==> src/rtl/fetch_sequencer_pkg.sv <==
// -----------------------------------------------------------------------------
// fetch_sequencer_pkg
// Shared definitions for the instruction fetch sequencer:
//   ADDR_W        - address / data width (32)
//   PC_INC        - sequential PC increment (one 32-bit word)
//   fetch_state_e - sequencer FSM states
//   word_align()  - clears the byte-offset bits of an address
// -----------------------------------------------------------------------------
package fetch_sequencer_pkg;

    localparam int ADDR_W = 32;

    localparam logic [ADDR_W-1:0] PC_INC = 32'd4;

    typedef enum logic [2:0] {
        RESET_HOLD = 3'd0,
        ISSUE      = 3'd1,
        WAIT       = 3'd2,
        HOLD       = 3'd3,
        ERROR      = 3'd4
    } fetch_state_e;

    function automatic logic [ADDR_W-1:0] word_align(input logic [ADDR_W-1:0] addr);
        return addr & ~ADDR_W'(3);
    endfunction

endpackage

==> src/rtl/fetch_sequencer_if.sv <==
// -----------------------------------------------------------------------------
// fetch_sequencer_if
// Instruction-memory fetch bus.
//   imem_req   - fetch request (master -> memory)
//   imem_addr  - fetch address  (master -> memory)
//   imem_ready - data returned this cycle (memory -> master)
//   imem_rdata - returned instruction word (memory -> master)
// Modports: master (the sequencer), slave (the instruction memory).
// -----------------------------------------------------------------------------
interface fetch_sequencer_if;
    import fetch_sequencer_pkg::*;

    logic              imem_req;
    logic [ADDR_W-1:0] imem_addr;
    logic              imem_ready;
    logic [ADDR_W-1:0] imem_rdata;

    modport master (
        output imem_req,
        output imem_addr,
        input  imem_ready,
        input  imem_rdata
    );

    modport slave (
        input  imem_req,
        input  imem_addr,
        output imem_ready,
        output imem_rdata
    );

endinterface

==> src/rtl/fetch_timeout_counter.sv <==
// -----------------------------------------------------------------------------
// fetch_timeout_counter
// Counts consecutive cycles spent waiting on the instruction memory.
//   clk       - rising-edge clock
//   reset     - asynchronous, active-high
//   i_clear   - zero the count (has priority over i_enable)
//   i_enable  - count one missed cycle
//   o_expired - TIMEOUT_CYCLES-1 misses already counted: a further miss
//               this cycle is the timeout
// o_expired depends only on the registered count so the owning FSM can use
// it to decide its own enable without forming a combinational loop.
// -----------------------------------------------------------------------------
module fetch_timeout_counter #(
    parameter int TIMEOUT_CYCLES = 16
) (
    input  logic clk,
    input  logic reset,
    input  logic i_clear,
    input  logic i_enable,
    output logic o_expired
);

    localparam int CNT_W = $clog2(TIMEOUT_CYCLES + 1);

    logic [CNT_W-1:0] r_count;

    assign o_expired = (r_count == CNT_W'(TIMEOUT_CYCLES - 1));

    always_ff @(posedge clk or posedge reset) begin
        if (reset) begin
            r_count <= '0;
        end else if (i_clear) begin
            r_count <= '0;
        end else if (i_enable && !o_expired) begin
            r_count <= r_count + CNT_W'(1);
        end
    end

endmodule

==> src/rtl/fetch_sequencer.sv <==
// -----------------------------------------------------------------------------
// fetch_sequencer
// Drives the PC register and sequences one instruction fetch at a time.
// Optional build macro: FETCH_ALIGN_CHECK_EN - a misaligned branch target
// raises fetch_err instead of being word-aligned and followed.
// Ports:
//   clk, reset        - clock; asynchronous active-high reset
//   i_pc_cur          - current PC register value
//   o_pc_next         - value loaded into the PC register every cycle
//   i_stall           - downstream hold, blocks new fetches
//   i_branch_taken    - one-cycle redirect pulse
//   i_branch_target   - redirect address
//   imem              - instruction memory bus (master side)
//   o_instr_valid     - one-cycle pulse with o_instr_out / o_instr_pc
//   o_instr_out       - fetched instruction word
//   o_instr_pc        - address of o_instr_out
//   o_fetch_err       - sticky timeout / misalignment error
// -----------------------------------------------------------------------------
module fetch_sequencer
    import fetch_sequencer_pkg::*;
#(
    parameter logic [ADDR_W-1:0] RESET_VECTOR   = 32'h0000_0000,
    parameter int                TIMEOUT_CYCLES = 16
) (
    input  logic                clk,
    input  logic                reset,
    input  logic [ADDR_W-1:0]   i_pc_cur,
    output logic [ADDR_W-1:0]   o_pc_next,
    input  logic                i_stall,
    input  logic                i_branch_taken,
    input  logic [ADDR_W-1:0]   i_branch_target,
    fetch_sequencer_if.master   imem,
    output logic                o_instr_valid,
    output logic [ADDR_W-1:0]   o_instr_out,
    output logic [ADDR_W-1:0]   o_instr_pc,
    output logic                o_fetch_err
);

    fetch_state_e      r_state;
    fetch_state_e      w_state_next;
    logic [ADDR_W-1:0] w_pc_next;
    logic              w_imem_req;
    logic              w_capture;
    logic              w_set_err;
    logic              w_cnt_clear;
    logic              w_cnt_enable;
    logic              w_cnt_expired;
    logic [ADDR_W-1:0] w_branch_addr;
    logic              w_branch_bad;

    logic              r_instr_valid;
    logic [ADDR_W-1:0] r_instr_out;
    logic [ADDR_W-1:0] r_instr_pc;
    logic              r_fetch_err;

`ifdef FETCH_ALIGN_CHECK_EN
    assign w_branch_bad  = |i_branch_target[1:0];
    assign w_branch_addr = i_branch_target;
`else
    assign w_branch_bad  = 1'b0;
    assign w_branch_addr = word_align(i_branch_target);
`endif

    fetch_timeout_counter #(
        .TIMEOUT_CYCLES (TIMEOUT_CYCLES)
    ) u_timeout (
        .clk       (clk),
        .reset     (reset),
        .i_clear   (w_cnt_clear),
        .i_enable  (w_cnt_enable),
        .o_expired (w_cnt_expired)
    );

    always_ff @(posedge clk or posedge reset) begin
        if (reset) begin
            r_state <= RESET_HOLD;
        end else begin
            r_state <= w_state_next;
        end
    end

    always_comb begin
        w_state_next = r_state;
        w_pc_next    = i_pc_cur;
        w_imem_req   = 1'b0;
        w_capture    = 1'b0;
        w_set_err    = 1'b0;
        w_cnt_clear  = 1'b0;
        w_cnt_enable = 1'b0;

        case (r_state)
            RESET_HOLD: begin
                w_pc_next    = RESET_VECTOR;
                w_state_next = ISSUE;
            end
            ISSUE: begin
                // A stall arriving before the request goes out parks the
                // sequencer instead of launching a fetch.
                if (i_stall) begin
                    w_state_next = HOLD;
                end else begin
                    w_imem_req   = 1'b1;
                    w_cnt_clear  = 1'b1;
                    w_state_next = WAIT;
                end
            end
            WAIT: begin
                w_imem_req = 1'b1;
                if (imem.imem_ready) begin
                    // The word is accepted even when stalled; only the next
                    // request is held back.
                    w_capture    = 1'b1;
                    w_pc_next    = i_pc_cur + PC_INC;
                    w_state_next = i_stall ? HOLD : ISSUE;
                end else begin
                    w_cnt_enable = 1'b1;
                    if (w_cnt_expired) begin
                        w_set_err    = 1'b1;
                        w_state_next = ERROR;
                    end
                end
            end
            HOLD: begin
                if (!i_stall) begin
                    w_state_next = ISSUE;
                end
            end
            ERROR: begin
                w_state_next = ERROR;
            end
            default: begin
                w_state_next = RESET_HOLD;
            end
        endcase

        // A redirect overrides everything except a latched error; it also
        // discards an in-flight fetch, including one completing this cycle.
        if (r_state != ERROR && i_branch_taken) begin
            w_capture = 1'b0;
            if (w_branch_bad) begin
                w_set_err    = 1'b1;
                w_pc_next    = i_pc_cur;
                w_state_next = ERROR;
            end else begin
                w_set_err    = 1'b0;
                w_pc_next    = w_branch_addr;
                w_state_next = ISSUE;
            end
        end
    end

    always_ff @(posedge clk or posedge reset) begin
        if (reset) begin
            r_instr_valid <= 1'b0;
            r_instr_out   <= '0;
            r_instr_pc    <= '0;
            r_fetch_err   <= 1'b0;
        end else begin
            r_instr_valid <= w_capture;
            if (w_capture) begin
                r_instr_out <= imem.imem_rdata;
                r_instr_pc  <= i_pc_cur;
            end
            if (w_set_err) begin
                r_fetch_err <= 1'b1;
            end
        end
    end

    assign o_pc_next      = w_pc_next;
    assign imem.imem_req  = w_imem_req;
    assign imem.imem_addr = i_pc_cur;
    assign o_instr_valid  = r_instr_valid;
    assign o_instr_out    = r_instr_out;
    assign o_instr_pc     = r_instr_pc;
    assign o_fetch_err    = r_fetch_err;

endmodule

==> src/flat_wrapper.sv <==
// flat-port wrapper written by rule: the top's interface ports become plain ports
module fetch_sequencer_flat import fetch_sequencer_pkg::*;
#(
    parameter logic [ADDR_W-1:0] RESET_VECTOR   = 32'h0000_0000,
    parameter int                TIMEOUT_CYCLES = 16
)
  (clk, reset, i_pc_cur, o_pc_next, i_stall, i_branch_taken, i_branch_target, o_instr_valid, o_instr_out, o_instr_pc, o_fetch_err, imem_imem_req, imem_imem_addr, imem_imem_ready, imem_imem_rdata);
  fetch_sequencer_if imem_i ();
  input  logic clk;
  input  logic reset;
  input  logic [ADDR_W-1:0] i_pc_cur;
  output logic [ADDR_W-1:0] o_pc_next;
  input  logic i_stall;
  input  logic i_branch_taken;
  input  logic [ADDR_W-1:0] i_branch_target;
  output logic o_instr_valid;
  output logic [ADDR_W-1:0] o_instr_out;
  output logic [ADDR_W-1:0] o_instr_pc;
  output logic o_fetch_err;
  output wire logic [$bits(imem_i.imem_req)-1:0] imem_imem_req;
  output wire logic [$bits(imem_i.imem_addr)-1:0] imem_imem_addr;
  input wire logic [$bits(imem_i.imem_ready)-1:0] imem_imem_ready;
  input wire logic [$bits(imem_i.imem_rdata)-1:0] imem_imem_rdata;
  assign imem_imem_req = imem_i.imem_req;
  assign imem_imem_addr = imem_i.imem_addr;
  assign imem_i.imem_ready = imem_imem_ready;
  assign imem_i.imem_rdata = imem_imem_rdata;
  fetch_sequencer #(.RESET_VECTOR(RESET_VECTOR), .TIMEOUT_CYCLES(TIMEOUT_CYCLES)) u_core (.clk(clk), .reset(reset), .i_pc_cur(i_pc_cur), .o_pc_next(o_pc_next), .i_stall(i_stall), .i_branch_taken(i_branch_taken), .i_branch_target(i_branch_target), .imem(imem_i), .o_instr_valid(o_instr_valid), .o_instr_out(o_instr_out), .o_instr_pc(o_instr_pc), .o_fetch_err(o_fetch_err));
endmodule
==> config.mk <==
export PLATFORM = sky130hd
export DESIGN_NAME = fetch_sequencer_flat
export DESIGN_NICKNAME = d
export VERILOG_FILES = /design/src/rtl/fetch_sequencer_pkg.sv /design/src/rtl/fetch_sequencer_if.sv /design/src/rtl/fetch_timeout_counter.sv /design/src/rtl/fetch_sequencer.sv /design/src/flat_wrapper.sv
export SDC_FILE = /design/constraint.sdc
export NUM_CORES = 1
export LEC_CHECK = 0
export CORE_UTILIZATION = 40
export CTS_CLUSTER_DIAMETER = 120
export CTS_CLUSTER_SIZE = 8
export DETAILED_ROUTE_END_ITERATION = 16
export GPL_TIMING_DRIVEN = 0
export PLACE_DENSITY_LB_ADDON = 0.3
export SKIP_LAST_GASP = 1
export SYNTH_ARGS = -nofsm -noshare
export SYNTH_HDL_FRONTEND = slang
export SYNTH_SLANG_ARGS = --single-unit
export TNS_END_PERCENT = 1
==> constraint.sdc <==
create_clock -name clk -period 2.6 [get_ports clk]
set_input_delay 0.26 -clock clk [delete_from_list [all_inputs] [get_ports clk]]
set_output_delay 0.26 -clock clk [all_outputs]
set_load 0.03 [all_outputs]
# After elaboration in Yosys (flattened, before gate mapping)
# Cells that the tools add are included.
[word_totals]
latchBits = 0
n_memories = 0
output_inout_bits = 131
word_cells = 46
mem_bits_ro = 0
inputBits = 101
ramBits = 0
regBits = 74
[op_classes]
mux = 24
magnitude_cmp = 0
shift = 0
n_mul = 0
n_addsub = 2
eq_ne = 8
bitwise_logic = 0
div_mod_pow = 0
reduce_logical = 6
[ops]
columns = ["op", "n"]
rows = [
  ["two-way mux 32 bit", 2],
  ["case mux 32 bit (2 select lines)", 1],
  ["adder 32 x 3 -> 32 bit, second input constant", 1],
  ["case mux 3 bit (5 select lines)", 1],
  ["two-way mux 1 bit", 12],
  ["two-way mux 3 bit", 4],
  ["two-way mux 5 bit", 2],
  ["equality test 3 x 2 -> 1 bit, second input constant", 2],
  ["adder 5 x 1 -> 5 bit, second input constant", 1],
  ["equality test 5 x 4 -> 1 bit, second input constant", 1],
  ["!= test 4 x 3 -> 1 bit, second input constant", 1],
  ["equality test 3 x 1 -> 1 bit, second input constant", 1],
  ["equality test 3 bit, second input constant", 1],
  ["zero test 3 bit", 1],
  ["!= test 3 x 2 -> 1 bit, second input constant", 1],
  ["!= test 3 bit, second input constant", 1],
  ["logical AND 1 bit", 2],
  ["two-way mux 2 bit", 1],
  ["case mux 1 bit (2 select lines)", 1],
  ["AND reduction 2 bit", 1],
  ["nonzero test 2 bit", 1],
  ["zero test 1 bit", 1],
]

# Depth between registers and ports, before layout
# Gate-level depths: netlist of the first run.
[depth]
ltp_word = 5
mapped_depth = 7
mapped_depth_nobuf = 6

# Modules after synthesis
# Synthesis of the first run repeated with hierarchy kept, for this count alone.
[hier_totals]
hier_cells = 479
area_unflattened_um2 = 4237.8
[by_module_without_submodules]
columns = ["mod", "instances", "cells_each", "seq_area_each_um2", "area_per_inst_um2"]
rows = [
  ["fetch_sequencer", 1, 455, 1726.7, 3973.8],
  ["fetch_timeout_counter", 1, 24, 125.1, 264.0],
]

# Least setup slack after synthesis of the first run
# Ideal clock, no wire load.
[synth_path]
kind = "flip-flop to output port"
start = "register u_core.r_state[1]"
end = "output o_pc_next[31]"
n_path_buf = 3
stages_incl_launch_ff = 7
path_slack_ns = -0.233
arrival_time_ns = 2.573
required_ns = 2.340
cell_sequence = "dfrtp_1 clkbuf_1 o21a_1 clkbuf_1 or2_2 clkbuf_1 o311ai_0"
[synth_via]
elab_chain_len = 3
elab_cells_between_ends = 6
cone_classes = "eq/ne: 2; mux: 2; reduce/logical: 2"
[synth_rtl]
columns = ["element", "line_no", "text"]
rows = [
  ["start: declaration", "fetch_sequencer.sv:39", "fetch_state_e r_state;"],
  ["start signal: assignment", "fetch_sequencer.sv:78", "r_state <= w_state_next;"],
  ["equality test 3 x 2 -> 1 bit (tied with other cells)", "fetch_sequencer.sv:91", "case (r_state)"],
  ["case mux 32 bit (2 select lines) / logical AND 1 bit (equally long branches)", "fetch_sequencer.sv:91, fetch_sequencer.sv:138", ""],
  ["two-way mux 32 bit *", "fetch_sequencer.sv:138", "if (r_state != ERROR && i_branch_taken) begin"],
  ["end: declaration", "flat_wrapper.sv:12", "output logic [ADDR_W-1:0] o_pc_next;"],
]
# Mark *: on every way between the ends. The rest lies on a longest branch, timed or not.

# Final worst setup path of the first run
# Same ends and word-level chain as after synthesis.

==> results of run 1 <==
## flip-flops by register name, summed over array words and instances, names as in the netlist
| name | count |
|---|---|
| u_core.o_fetch_err | 1 |
| u_core.o_instr_out | 32 |
| u_core.o_instr_pc | 32 |
| u_core.o_instr_valid | 1 |
| u_core.r_state | 3 |
| u_core.u_timeout.r_count | 5 |
## per-stage QoR
stage	power, W	setup TNS [ns]	hold slack [ns]
floorplan	0.00270	0	0.411
global route	0.00492	-7.54	0.254
global placement	0.00367	-78.33	0.461
detailed placement	0.00372	-21.99	0.467
finish	0.00471	-4.23	0.253
CTS	0.00476	-5.09	0.256
## layout make-up
class	instances	area, µm²	area share (%)
Clock inverter	7	98.8	1.39
Tap cell	136	170	2.39
Inverter	9	36.3	0.509
Sequential cell	74	1850	26.0
Multi-Input combinational cell	295	2260	31.6
Buffer	56	360	5.05
Timing Repair Buffer	228	2230	31.3
Clock buffer	9	124	1.74
## placed cells by master, fill, tap and decap left out, types with 3 or more instances in the layout
master / instances
clkdlybuf4s15_2: 4
a21oi_1: 4
dfrtp_1: 72
ha_1: 3
buf_2: 12
mux2_2: 65
or3_1: 3
a221oi_1: 3
nand2_1: 32
nor3_1: 10
xor2_1: 3
a32oi_1: 8
and2_1: 6
clkbuf_8: 9
inv_6: 3
or2_2: 3
o211ai_1: 16
and4_1: 3
clkbuf_1: 5
clkbuf_2: 11
nor4_2: 3
inv_1: 8
xnor2_1: 8
nor2_1: 23
or4_1: 9
buf_4: 34
dlygate4sd2_1: 28
clkdlybuf4s50_1: 184
nand3_1: 20
nand4_1: 18
and3_1: 3
o21ai_0: 10
## synthesized netlist by cell type (all sizes together) (9+ instances only)
| cell | count | area, µm² |
|---|---|---|
| inv | 9 | 33.8 |
| nand4 | 19 | 134 |
| nor2 | 25 | 93.8 |
| clkbuf | 17 | 63.8 |
| or4 | 10 | 78.8 |
| o211ai | 16 | 120 |
| nor3 | 11 | 55.1 |
| nand2 | 33 | 124 |
| buf | 41 | 287 |
| o21ai | 10 | 50.1 |
| nand3 | 20 | 100 |
| dfrtp | 74 | 1850 |
| mux2 | 65 | 732 |
## power by group through the flow
stage | sequential, W | combinational [W] | clock [W]
final | 0.00156 | 0.00211 | 0.00105
after global placement | 0.00155 | 0.00212 | 0
after CTS | 0.00156 | 0.00212 | 0.00108
after global routing | 0.00159 | 0.00222 | 0.00111
after floorplan | 0.00209 | 0.000612 | 0
after detailed placement | 0.00157 | 0.00215 | 0
## worst max-delay path: cells and delay by family (launching register included)
kind / cells / cell delay [ns]
flip-flops: 1 / 0.51
buffers and inverters: 2 / 0.70
AO/OA/AOI/OAI: 2 / 0.64
AND/OR/NAND/NOR: 1 / 0.37
## layer usage
metal	wire length [µm]	GRT usage [%]	up-vias
li1	-	-	2062
met1	5740	30.5	2159
met2	7400	46.1	244
met3	1430	7.72	27
met4	261	8.02	0
met5	0	0	-
## final timing paths
kind	from	endpoint	slack, ns	depth (start not counted)
max in group asynchronous	reset	u_core.r_state[0]$_DFFE_PP0P_	1.77	3
worst min register to register	u_core.o_fetch_err$_DFFE_PP0P_	u_core.o_fetch_err$_DFFE_PP0P_	0.49	1
worst max-delay path	u_core.r_state[1]$_DFFE_PP0P_	o_pc_next[31]	-0.24	5
worst min-delay path	reset	u_core.o_instr_out[7]$_DFFE_PP0P_	0.25	2
worst max register to register	u_core.r_state[2]$_DFFE_PP0P_	u_core.o_instr_out[11]$_DFFE_PP0P_	0.39	6
min in group clk	imem_imem_ready	u_core.r_state[1]$_DFFE_PP0P_	0.29	3
## kinds of logic (layout without fill, tap and decap cells)
kind of cell | count (synthesis) | after routing | synth area share [%]
fa+ha+maj | 3 | 3 | 0.850
flops | 74 | 74 | 42.0
simple gates | 155 | 155 | 19.3
buf+inv | 67 | 309 | 8.70
mux | 65 | 65 | 16.6
compound gates | 61 | 61 | 10.4
xor+xnor | 11 | 11 | 2.18
## timing repair
action | 4_1_cts | 5_1_grt
resized for setup | 101 | 11
endpoints found under the setup margin | 33 | 33
hold endpoints to repair | 0 | 0
pin swaps | 0 | 1
==> impl_metrics.ini, run 1 <==
[outcome]
status = complete, but fails checks
violations = negative setup slack

[worst_hold_path]
hold_path_class = in -> async

[detailed_routing]
wl_per_cell_um = 18.2
wirelength_mm = 14.8
initialDrtViolationCount = 232
post_drt_via_cell_ratio = 5.52
dr.pass1.iters = 5
route.detailed.drc = 0
vias = 4492
drtAntennaViolNets = 0

[clocking]
holdBufCountCts = 0
cts_max_path_buffers = 2
clock_latency_ns = 0.35
clock_sinks = 74
cts_htree_levels = 3
post-cts-setup-buffers = 0
cts_tree = yes
cts-root-buf = clkbuf_8
numCtsBuffers = 9
clk_pin_slew_ns = 0.09

[place]
io_buffers = 227
place_area_um2 = 6890
place_inst = 800
post-dp-hpwl_mm = 11.3
place_congestion = 0.869
dp_worst_setup_slack_ns = -1.10

[setup_path]
cp-start-kind = register
worstPathRequired_ns = 2.34
cp_cell_sequence = o21a_2, or2_2, clkbuf_2, o311ai_1, dlygate4sd2_1
path_max_fanout = 10
crit_slowest_cell = dfrtp_1
endpoint_kind = output port
max_stage_delay_ns = 0.51
criticalPathCategory = reg -> out
crit_arrival_ns = 2.58

[cells_and_area]
final_cell_area_um2 = 7130
n_fill_cell = 854
drive_above_1_share_pct = 24.6
fin_util_pct = 67.8
final_cells = 814
diodes = 0
area_delta_synth_final_pct = 61.5
nNetsFinal = 777

[timing]
skew_ns = 0.00883
clock.fmax_mhz = 352
relSlewSlack_pct = 39.9
fin_crit_sh_pct = 109
hold_viol = 0
tightest_slew_ns = 0.893
period_needed_ns = 2.84
worst_slack_ns = -0.242
finalMaxSlewViolations = 0
rsz0062_at_grt = yes
setup-violations-final = 30

[flow_run]
max-cap-violations = 0

[yosys]
synth_area_um2 = 4410
ys_async_sr_fraction_pct = 100
synth-edff-count = 0
syn-num-nets = 540
ys_ff_latch = 74
ys_seq_area_share_pct = 42.0
post_synth_num_cell_types = 53
syn_inst = 436
yosysWarnings = 0
avgSynthCellArea_um2 = 10.1
synth_ff_type = dfrtp_1

[global_route]
grt_pass1_wl_mm = 23.3
grt.total_usage_pct = 26.2
antenna_found_initial = 0
overflow = 0
grt_max_degree = 53
grt_pass1_vias = 4560

[power]
swShare_pct = 38.1
p_clk_share_pct = 22.2
ir_drop_mv = 0.481
combPwrFrac_pct = 44.8
p_sw_w = 0.00179
powerDensity_nw_per_um2 = 661
leakagePower_nw = 3.00
intPower_w = 0.00292
seqPwrFrac_pct = 33.0

[die]
core.rowCount = 37
num_io_pins = 232
coreArea_um2 = 10500
dieArea_um2 = 11500
die_x_um = 107
start_util_pct = 42.0
die_h_um = 107
Power figures use the tool's default switching activity.
==> run 2, diff against run 1 <==
--- a/config.mk
+++ b/config.mk
@@ -5,13 +5,15 @@
 export SDC_FILE = /design/constraint.sdc
 export NUM_CORES = 1
 export LEC_CHECK = 0
-export CORE_UTILIZATION = 40
+export CAP_MARGIN = 20
+export CELL_PAD_IN_SITES_DETAIL_PLACEMENT = 2
+export CELL_PAD_IN_SITES_GLOBAL_PLACEMENT = 2
+export CORE_UTILIZATION = 23
 export CTS_CLUSTER_DIAMETER = 120
 export CTS_CLUSTER_SIZE = 8
 export DETAILED_ROUTE_END_ITERATION = 16
 export GPL_TIMING_DRIVEN = 0
 export PLACE_DENSITY_LB_ADDON = 0.3
-export SKIP_LAST_GASP = 1
 export SYNTH_ARGS = -nofsm -noshare
 export SYNTH_HDL_FRONTEND = slang
 export SYNTH_SLANG_ARGS = --single-unit
==> impl_metrics.ini, run 2 (same netlist as run 1, synthesis figures left out) <==
[outcome]
status = complete, but fails checks
violations = negative setup slack

[global_route]
grt_max_degree = 45
grt.total_usage_pct = 20.0
antenna_found_initial = 0
grt_pass1_wl_mm = 30.1
grt_pass1_vias = 5241
overflow = 0

[power]
ir_drop_mv = 0.334
powerDensity_nw_per_um2 = 671
power_w = 0.00508
combPwrFrac_pct = 43.3
p_sw_w = 0.00192
intPower_w = 0.00315
swShare_pct = 37.9
seqPwrFrac_pct = 30.7
leakagePower_nw = 3.17
p_clk_share_pct = 25.9

[setup_path]
regToRegSetupSlack_ns = 0.31
path_max_fanout = 5
cp_cell_sequence = or3b_4, or4_4, or4_1, o211ai_1, buf_4
worstPathRequired_ns = 2.34
cp_num_buf_inv = 1
rr_endpoint = u_core.o_instr_pc[25]$_DFFE_PP0P_
crit_arrival_ns = 2.39
cp-start-kind = register
r2r-start = u_core.r_state[1]$_DFFE_PP0P_
endpoint_kind = output port
crit_family = simple AND/OR/NAND/NOR gates
max_stage_delay_ns = 0.47
r2r_cells = 7
crit_slowest_cell = or4_4
criticalPathCategory = reg -> out

[die]
die_h_um = 141
coreArea_um2 = 18800
dieArea_um2 = 19800
start_util_pct = 23.5
num_io_pins = 232
die_x_um = 141
core.rowCount = 50

[place]
post-dp-hpwl_mm = 14.7
place_congestion = 0.745
io_buffers = 227
place_inst = 898

[flow_run]
max-cap-violations = 0

[timing]
tightest_slew_ns = 0.657
hold_viol = 0
setup-violations-final = 3
skew_ns = 0.00876
clock.fmax_mhz = 377
fin_crit_sh_pct = 102
relSlewSlack_pct = 55.9
rsz0062_at_grt = yes
setup-tns-final_ns = -0.0549
finalMaxSlewViolations = 0
hold_slack_ns = 0.288
worst_slack_ns = -0.0492
period_needed_ns = 2.65

[detailed_routing]
wl_per_cell_um = 20.9
post_drt_via_cell_ratio = 4.96
vias = 4586
drtAntennaViolNets = 0
dr.pass1.iters = 4
route.detailed.drc = 0
wirelength_mm = 19.3
initialDrtViolationCount = 188

[clocking]
cts_htree_levels = 3
numCtsBuffers = 9
cts-root-buf = clkbuf_16
holdBufCountCts = 0
clock_latency_ns = 0.35
clock_sinks = 74
cts_max_path_buffers = 2
clk_pin_slew_ns = 0.07
cts_tree = yes

[cells_and_area]
n_fill_cell = 2025
fin_util_pct = 40.3
area_delta_synth_final_pct = 71.4
final_common_cell = clkdlybuf4s50_1
final_cell_mix = clkdlybuf4s50_1 (171), dfrtp_1 (71), mux2_2 (65)
diodes = 0
nNetsFinal = 789
final_cells = 924
drive_above_1_share_pct = 31.0

[worst_hold_path]
hold_path_class = in -> async
-- run 2: how the worst max path moves through the flow --
| stage | depth (start not counted) | start | endpoint |
|---|---|---|---|
| floorplan | 6 | u_core.r_state[1]$_DFFE_PP0P_ | o_pc_next[31] |
| global placement | 8 | i_pc_cur[2] | o_pc_next[24] |
| detailed placement | 8 | i_pc_cur[2] | o_pc_next[24] |
| CTS | 5 | u_core.r_state[0]$_DFFE_PP0P_ | o_pc_next[21] |
| global route | 5 | u_core.r_state[2]$_DFFE_PP0P_ | o_pc_next[21] |
| finish | 5 | u_core.r_state[2]$_DFFE_PP0P_ | o_pc_next[21] |
-- run 2: layer usage --
| metal | GRT usage, % | wire length (µm) | up-vias |
|---|---|---|---|
| li1 | - | - | 2082 |
| met1 | 22.2 | 7740 | 2290 |
| met2 | 36.0 | 9730 | 192 |
| met3 | 6.74 | 1550 | 22 |
| met4 | 6.41 | 297 | 0 |
| met5 | 0 | 0 | - |
-- run 2: stage by stage --
step / worst slack (ns) / instance area [µm²]
after floorplan: 0.131 / 4410
after global placement: -1.24 / 6980
after detailed placement: -1.26 / 7010
after CTS: -0.173 / 7500
after global routing: -0.115 / 7570
final: -0.0492 / 7570
-- run 2: timing repair --
item,4_1_cts,5_1_grt
gates resized for setup,210,30
setup buffers,5,8
endpoints found under the hold margin,0,0
endpoints found under the setup margin,33,29
pin swaps,10,9
-- run 2: power by group through the flow --
stage,logic (W),clock network (W),registers (W)
3_5_place_dp,0.00221,0,0.00158
2_1_floorplan,0.000612,0,0.00209
4_1_cts,0.00221,0.00137,0.00157
5_1_grt,0.00232,0.00142,0.00159
3_3_place_gp,0.00216,0,0.00156
6_report,0.00220,0.00132,0.00156
-- run 2: layout make-up --
type	count	area, µm²	share of cell area, %
repair buffers	241	2360	31.1
multi-input cells	295	2350	31.0
flip-flops and latches	74	1860	24.5
plain buffers	55	378	4.99
well taps	234	293	3.87
clock buffers	10	229	3.03
clock inverters	6	71.3	0.942
inverters	9	36.3	0.479
